### config.mk
export PLATFORM = sky130hd
export DESIGN_NAME = serial_subtractor
export DESIGN_NICKNAME = d
export VERILOG_FILES = /design/src/rtl/serial_subtractor.sv
export SDC_FILE = /design/constraint.sdc
export NUM_CORES = 1
export LEC_CHECK = 0
export ABC_AREA = 1
export CAP_MARGIN = 20
export CORE_UTILIZATION = 55
export CTS_CLUSTER_SIZE = 12
export DETAILED_ROUTE_END_ITERATION = 6
export PLACE_DENSITY = 0.87
export SLEW_MARGIN = 20
export SYNTH_ARGS = -nofsm -noshare
export SYNTH_HDL_FRONTEND = slang
export SYNTH_SLANG_ARGS = --single-unit
### constraint.sdc
create_clock -name clk -period 4.35 [get_ports clk]
set_clock_uncertainty 0.15 [all_clocks]
set_input_delay 0.6525 -clock clk [delete_from_list [all_inputs] [get_ports clk]]
set_output_delay 0.6525 -clock clk [all_outputs]
set_load 0.01 [all_outputs]
### src/rtl/serial_subtractor.sv
// serial_subtractor: bit-serial two's-complement subtractor, diff = a - b.
// Each operation streams LSB-first through one full-adder slice
// (a + ~b + carry, with carry seeded to 1) over WIDTH cycles.
// Operands enter on a valid/ready handshake; the result leaves on another.
// Optional feature macro: FLAGS_EN. When it is defined, the zr/ng/ovf flags are
// computed and registered with diff. When it is undefined, they are tied to 0.
module serial_subtractor #(
    parameter int WIDTH = 16
) (
    input  logic             clk,
    input  logic             rst_n,
    input  logic             in_valid,
    output logic             in_ready,
    input  logic [WIDTH-1:0] a,
    input  logic [WIDTH-1:0] b,
    output logic             out_valid,
    input  logic             out_ready,
    output logic [WIDTH-1:0] diff,
    output logic             borrow,
    output logic             zr,
    output logic             ng,
    output logic             ovf
);

    localparam int CW = (WIDTH > 2) ? $clog2(WIDTH) : 1;
    localparam logic [CW-1:0] LAST = CW'(WIDTH - 1);

    typedef enum logic [1:0] {
        S_IDLE = 2'd0,
        S_RUN  = 2'd1,
        S_DONE = 2'd2
    } state_t;

    state_t           r_state;
    state_t           w_state_nxt;
    logic [WIDTH-1:0] r_sa;
    logic [WIDTH-1:0] r_sb;
    logic [WIDTH-1:0] r_res;
    logic [WIDTH-1:0] r_diff;
    logic             r_borrow;
    logic             r_carry;
    logic [CW-1:0]    r_cnt;

    logic             w_accept;
    logic             w_last;
    logic             w_sum;
    logic             w_cout;
    logic [WIDTH-1:0] w_res_nxt;

    // One full-adder slice working on the current LSBs.
    assign w_sum     = r_sa[0] ^ r_sb[0] ^ r_carry;
    assign w_cout    = (r_sa[0] & r_sb[0]) | (r_sa[0] & r_carry) | (r_sb[0] & r_carry);
    assign w_res_nxt = {w_sum, r_res[WIDTH-1:1]};
    assign w_accept  = in_valid && in_ready;
    assign w_last    = (r_state == S_RUN) && (r_cnt == LAST);

    // State register.
    always_ff @(posedge clk) begin
        if (!rst_n) r_state <= S_IDLE;
        else        r_state <= w_state_nxt;
    end

    // Next-state logic and handshake outputs.
    always_comb begin
        w_state_nxt = r_state;
        in_ready    = 1'b0;
        out_valid   = 1'b0;
        case (r_state)
            S_IDLE: begin
                in_ready = 1'b1;
                if (in_valid) w_state_nxt = S_RUN;
            end
            S_RUN: begin
                if (r_cnt == LAST) w_state_nxt = S_DONE;
            end
            S_DONE: begin
                out_valid = 1'b1;
                if (out_ready) w_state_nxt = S_IDLE;
            end
            default: w_state_nxt = S_IDLE;
        endcase
    end

    // Operand shift registers, carry, bit counter and the result capture.
    always_ff @(posedge clk) begin
        if (!rst_n) begin
            r_sa     <= '0;
            r_sb     <= '0;
            r_res    <= '0;
            r_carry  <= 1'b0;
            r_cnt    <= '0;
            r_diff   <= '0;
            r_borrow <= 1'b0;
        end else if (w_accept) begin
            r_sa    <= a;
            r_sb    <= ~b;
            r_carry <= 1'b1;
            r_cnt   <= '0;
        end else if (r_state == S_RUN) begin
            r_carry <= w_cout;
            r_sa    <= r_sa >> 1;
            r_sb    <= r_sb >> 1;
            r_res   <= w_res_nxt;
            r_cnt   <= r_cnt + CW'(1);
            if (w_last) begin
                r_diff   <= w_res_nxt;
                r_borrow <= ~w_cout;
            end
        end
    end

    assign diff   = r_diff;
    assign borrow = r_borrow;

`ifdef FLAGS_EN
    logic r_zr;
    logic r_ng;
    logic r_ovf;

    // Flags are captured with diff; on the last bit, r_carry is the carry into the MSB.
    always_ff @(posedge clk) begin
        if (!rst_n) begin
            r_zr  <= 1'b0;
            r_ng  <= 1'b0;
            r_ovf <= 1'b0;
        end else if (w_last) begin
            r_zr  <= (w_res_nxt == '0);
            r_ng  <= w_sum;
            r_ovf <= r_carry ^ w_cout;
        end
    end

    assign zr  = r_zr;
    assign ng  = r_ng;
    assign ovf = r_ovf;
`else
    assign zr  = 1'b0;
    assign ng  = 1'b0;
    assign ovf = 1'b0;
`endif

endmodule

==> metrics.md <==
| Metric | Value |
|---|---|
| Share of post-route cells with drive strength above 1 | `4.275%` |
| Peak VDD IR | `~0.00021 V` |
| Setup_tns | `0 ns` |
| DR pass1 iterations | `4` |
| Syn Inst Count | `~500` |
| Element type at the critical path end | `primary output` |
| GRT Total Usage | `between 20% and 30%` |
| Die Ht | `77.97 um` |
| Post-Synth Adder-Cell Area | `1.025%` |
| Synth Area in Compound Gates | `5.676%` |
| Setup Viol. Count Final | `0` |
| Sequential cell area | `between 0.001 and 0.0015 sq mm` |
| Core Rows | `27` |
| Ranking of synthesized cells by area | `dfxtp_1 45%, nand2_1 17%, nor2_1 12%, inv_1 8.3%, nand3_1 5.2%` |
| Gr ovfl total | `0` |
| Final Hold Fails | `0` |
| Total power | `roughly 1.3 mW` |
| Top-area cell type share of the netlist area | `approximately 45%` |
| RSZ-0062 raised after global routing | `no` |
| CTS tree | `done` |
| Pwr Density | `between 300 and 400 mW/mm^2` |
| CTS Hold Bufs | `0` |
| Vias | `around 2900` |
| Post-Syn Area | `0.003174 sq mm` |
| Total wire length | `between 6000 and 7000 um` |
| Post-synth cell types | `20` |
| Drt initial violations | `between 100 and 150` |
| First-pass GRT wire length | `10500 um` |
| #FFs+latches synth | `71` |
| Fraction of registers with async set/reset | `0%` |
| Post-Synth XOR/XNOR Area | `less than 1%` |
| Fillers | `~500` |
| Period utilisation layout | `59.55%` |
| # diodes | `0` |
| Synth Warn # | `0` |
| I/O Buffers | `between 50 and 60` |
| Synth top cells by count | `142 x nand2_1, 102 x nor2_1, 71 x dfxtp_1, 70 x inv_1, 33 x nand3_1` |
| Cell Area, Placed | `around 0.0037 sq mm` |
| Post-synthesis sequential area ratio | `between 40% and 50%` |
| Ys flop type | `dfxtp_1` |
| Fin Hold WS | `0.3155 ns` |
| Max-cap check violation count | `0` |
| Area of the multi-input gates | `0.001363 sq mm` |
| Die width | `around 78 um` |
| R2R Setup Slk | `approximately 1.9 ns` |
| Pins over their slew limit | `0` |
| Die area | `0.006079 sq mm` |
| Status | `finished clean` |
| Crit Path Class | `reg2out` |
| Critical path fanouts, max | `32` |
| Mux share of post-synthesis cell area | `0%` |
| Dpl cells | `594` |
| Fmax achieved | `0.3860 GHz` |
| Slew @ Worst Pin | `0.9294 ns` |
| Clock buffer depth | `2` |
| Mean post-synth cell area | `approximately 6.5 sq um` |
| WP data required | `around 3.6 ns` |
| Startpoint Class | `register` |
| Drt drc | `0` |
| LEAKAGE | `slightly below 2 nW` |
| Min-delay src | `r_res[8]$_SDFFE_PN0P_` |
| Clk pin slew, worst setup/hold paths | `around 0.08 ns` |
| Largest net degree at the start of global routing | `38` |
| CTS root buf | `clkbuf_8` |
| Synth area leader | `dfxtp_1` |
| Vias per cell | `~4.7` |
| Area of the core | `0.005540 sq mm` |
| Most common cell in the synthesized netlist | `nand2_1` |
| Hold Path End | `r_res[8]$_SDFFE_PN0P_` |
| Ports | `58` |
| Synth Area in Simple Gates | `around a third` |
| Post-route antenna net violation count | `0` |
| H-Tree Depth | `3` |
| FF-to-FF path depth | `5` |
| Largest family of logic cells by synthesized area | `simple AND/OR/NAND/NOR gates` |
| WL/cell | `10.17 um` |
| Routability cong. | `0.7679` |
| Min cycle time layout | `roughly 2.6 ns` |
| Worst reg2reg path endpoint | `borrow$_SDFFE_PN0P_` |
| Critical path arrival | `between 1.5 and 2 ns` |
| P&R area growth vs syn | `22.35%` |
| Fin area | `roughly 0.0039 sq mm` |
| Number of flops mapped to enable cells by yosys | `0` |
| Antenna violations before repair | `0` |
| Clk sinks | `between 70 and 80` |
| Hold Path Class | `reg2reg` |
| Hold Crit Depth | `2` |
| CTS buffer count | `9` |
| Worst R2R Start | `r_state[0]$_SDFFE_PN0P_` |
| Initial Util | `between 50 and 60%` |
| Nets | `between 500 and 600` |
| Post-Layout Cell Count | `a little over 600` |
| Worst-Skew Late Latency | `between 0.3 and 0.4 ns` |
| Vias in the first global route | `about 2600` |
| Post-cts gate resize count | `0` |
| Number of setup buffers added after CTS | `0` |
| HPWL Detailed | `between 4000 and 5000 um` |
| Max_slew headroom | `roughly 38%` |
power by group:
group | switching [mW] | total [mW] | internal [mW] | leakage [nW]
Sequential | 0.0182 | 0.702 | 0.683 | 0.580
Combinational | 0.0974 | 0.169 | 0.0719 | 1.26
Clock | 0.260 | 0.471 | 0.211 | 0.0785
Total | 0.375 | 1.34 | 0.966 | 1.92
through the flow:
step / worst slack, ns / util (%)
2_1_floorplan: 2.787 / -
3_3_place_gp: 1.556 / 66.71
3_5_place_dp: 1.510 / 66.85
4_1_cts: 1.742 / 70.10
5_1_grt: 1.606 / 70.10
6_report: 1.760 / 70.10
critical path: stages (launching register included):
cell	delay, ns
dfxtp_1	0.40
nor2_2	0.12
buf_4	0.31
clkdlybuf4s50_1	0.60
per-layer routing:
layer | routed length, um | part of all wire, % | global-route usage [%]
met4 | 129 | 2.1 | 11.48
met1 | 2715 | 44 | 23.42
met2 | 3090 | 50 | 40.00
met5 | 0 | 0 | 0
met3 | 269 | 4.3 | 4.588
logic make-up after synthesis:
group | count (synthesis)
flops | 71
other cells | 1
compound gates | 36
simple gates | 281
xor+xnor | 1
fa+ha+maj | 2
buf+inv | 99
how the worst max path moves through the flow:
stage | startpoint | end | slack (ns)
2_1_floorplan | rst_n | r_res[6]$_SDFFE_PN0P_ | 2.79
5_1_grt | r_state[0]$_SDFFE_PN0P_ | diff[3]$_SDFFE_PN0P_ | 1.61
4_1_cts | r_state[0]$_SDFFE_PN0P_ | in_ready | 1.74
6_report | r_state[0]$_SDFFE_PN0P_ | in_ready | 1.76
3_5_place_dp | rst_n | r_sa[15]$_SDFFE_PN0P_ | 1.51
3_3_place_gp | rst_n | r_state[0]$_SDFFE_PN0P_ | 1.56
cell type report:
type,count,area share [%]
sequential,71,36.60
multi-input combinational,323,35.08
timing repair buffer,57,14.50
inverter,71,6.862
clock buffer,9,3.189
tap,72,2.320
clock inverter,7,1.450
flip-flops by register name, indices dropped and copies added, names as in the netlist:
name and count:
diff 16, r_res 15, r_carry 1, r_sa 16, r_state 2, r_sb 16, borrow 1, r_cnt 4
layout by cell type (no fill, tap or decap), drive strengths merged:
cell type	count
nor2	104
conb	3
clkinv	2
xor2	1
fa	1
o21ai	16
a21oi	20
nor3b	1
buf	3
clkdlybuf4s50	54
dfxtp	71
nor3	1
inv	72
nand2	142
clkbuf	9
ha	1
clkinvlp	4
nand3	33
Note: power is estimated with default switching activity, not from simulation.
==> RTL edit, RTL diff (config.mk and constraints unchanged) <==
The 3 states of `state_t` get a one-hot encoding in 3 bits.
--- a/src/rtl/serial_subtractor.sv
+++ b/src/rtl/serial_subtractor.sv
@@ -25,10 +25,10 @@
     localparam int CW = (WIDTH > 2) ? $clog2(WIDTH) : 1;
     localparam logic [CW-1:0] LAST = CW'(WIDTH - 1);
 
-    typedef enum logic [1:0] {
-        S_IDLE = 2'd0,
-        S_RUN  = 2'd1,
-        S_DONE = 2'd2
+    typedef enum logic [2:0] {
+        S_IDLE = 3'b001,
+        S_RUN  = 3'b010,
+        S_DONE = 3'b100
     } state_t;
 
     state_t           r_state;
Behaviour: no difference found for any inputs over 10 cycles, from zero or initial values and one cycle with rst_n low; not proved beyond that.
==> RTL edit against the unedited design <==
Total power is 7.4% higher; final cell count is 4.8% lower; synthesized area is 2.6% higher; setup slack worse by 490 ps; critical endpoint unchanged; count of clock-buffer cells in the layout is 2 higher; design area is 1.9% higher; sequential share of layout area is 0.17 points lower; wire length is 25% higher; sequential cell count is 1 higher.
==> RTL edit: results (changes against the unedited design) <==
[synthesis]
ys_seq_area_frac=0.442  ; -0.00538
synth.distinct_cells=25  ; +25%
synth-main-ff-cell=dfxtp_1
yosys_warnings=0  ; unchanged
async_flop_share=0  ; unchanged
ys_top_cells_by_area=dfxtp_1 (44%), nand2_1 (13%), nand4_1 (7.7%)
synth_commonest_cells=nand2_1 (113), dfxtp_1 (72), nor2_1 (56)

[worst_hold_path]
min_from=diff[9]
min_path_type=reg2reg

[clocking]
cts_buffers=9  ; unchanged
cts_htree_levels=3  ; unchanged
cts-resized-gates=0  ; unchanged
clock-root-buffer=clkbuf_8
clockBufferDepth=2  ; unchanged
post_cts.repair.setup_buffers=0  ; unchanged
cts_hold_buffers=0  ; unchanged
path_clk_slew_ps=80  ; about the same
worstSkewPairLatency_ps=350

[grt]
grt_overflow=0  ; unchanged
globalRouteMet2Util=0.472  ; +0.0716
grt_use_met1=0.310  ; +0.0759
grt_pass1_vias=2915  ; +13%
grt_usage=0.268  ; +0.0496
grt_max_degree=45  ; +18%
met3_usage=0.0644  ; +0.0185
antenna_found_initial=0  ; unchanged
grt_pass1_wl_mm=13.0  ; +24%

[route]
drt_iter0_drc=195  ; +46%
wl_mm=7.78  ; +25%
first_pass_iters=5  ; +1
via_count=3124  ; +8.2%

[final_layout]
antennaDiodeCount=0  ; unchanged
drive_above_1_share=0.0589  ; +0.0162
nets=542  ; -5.1%

[placement]
gp_congestion=0.822  ; +7.1%
portBuffers=54  ; unchanged
dp_hpwl_mm=4.93  ; +21%
place_area_um2=3750  ; +1.3%

[critical_path]
cp.arrival_ps=2280  ; +490 ps
worstPathMaxFanout=27  ; -16%
startpoint=r_state[1]

[pwr]
p_leak_nw=1.68  ; -13%
peakVddDrop_mv=0.232  ; +9.2%

[timing]
relSlewSlack=0.331  ; -0.0457

[run_status]
outcome=finished, final reports clean

RTL edit: cell types whose count changed after synthesis, moves of 18 or more:
cell,change
nor2_1,-46
a21oi_1,+24
nand4_1,+40
inv_1,-18
nand2_1,-29
RTL edit: power breakdown:
group / total [W] / switching, W / internal, W
combinational: 0.000191 / 0.000116 / 0.0000744
clock: 0.000544 / 0.000258 / 0.000286
sequential: 0.000706 / 0.0000194 / 0.000687
RTL edit: cell families (layout without fill, tap and decap cells):
family,Yosys count,after routing,synth area share
AO/OA/AOI/OAI,57,57,0.0895
adder cells (fa/ha/maj),2,2,0.00998
buffers and inverters,91,130,0.118
flip-flops,72,72,0.442
other,1,3,0.00115
AND/OR/NAND/NOR,245,245,0.339
RTL edit: routing by layer:
metal  vias to the layer above  wire length (µm)
li1                       1566                 -
met1                      1422              3230
met2                       116              3870
met3                        20               513
met4                         0               164
met5                         -                 0
RTL edit: worst paths after layout:
check	endpoint	slack, ps	depth (start not counted)
min reg2reg	diff[9]	310	2
max reg2reg	r_sa[4]	1710	6
max	in_ready	1270	4
min	diff[9]	310	2
RTL edit: layout make-up:
class / instances / area, µm²
fillers: 473 / 1650
flip-flops and latches: 72 / 1440
multi-input cells: 307 / 1440
repair buffers: 57 / 563
inverters: 57 / 214
clock buffers: 11 / 141
well taps: 72 / 90.1
clock inverters: 5 / 65.1
RTL edit: per-stage QoR:
stage | hold WS, ps | setup slack (ps) | utilization | std cells
floorplan | 290 | 2720 | - | 470
global placement | 302 | 1440 | 0.669 | 565
detailed placement | 302 | 1350 | 0.669 | 565
CTS | 315 | 1300 | 0.705 | 581
global route | 331 | 1170 | 0.705 | 581
finish | 312 | 1270 | 0.705 | 581
RTL edit: critical path, cell delays in order, from the launching register on:
cell and delay, ps:
dfxtp_1 550, nor2_4 580, nand2_1 160, inv_1 110, clkdlybuf4s50_1 530
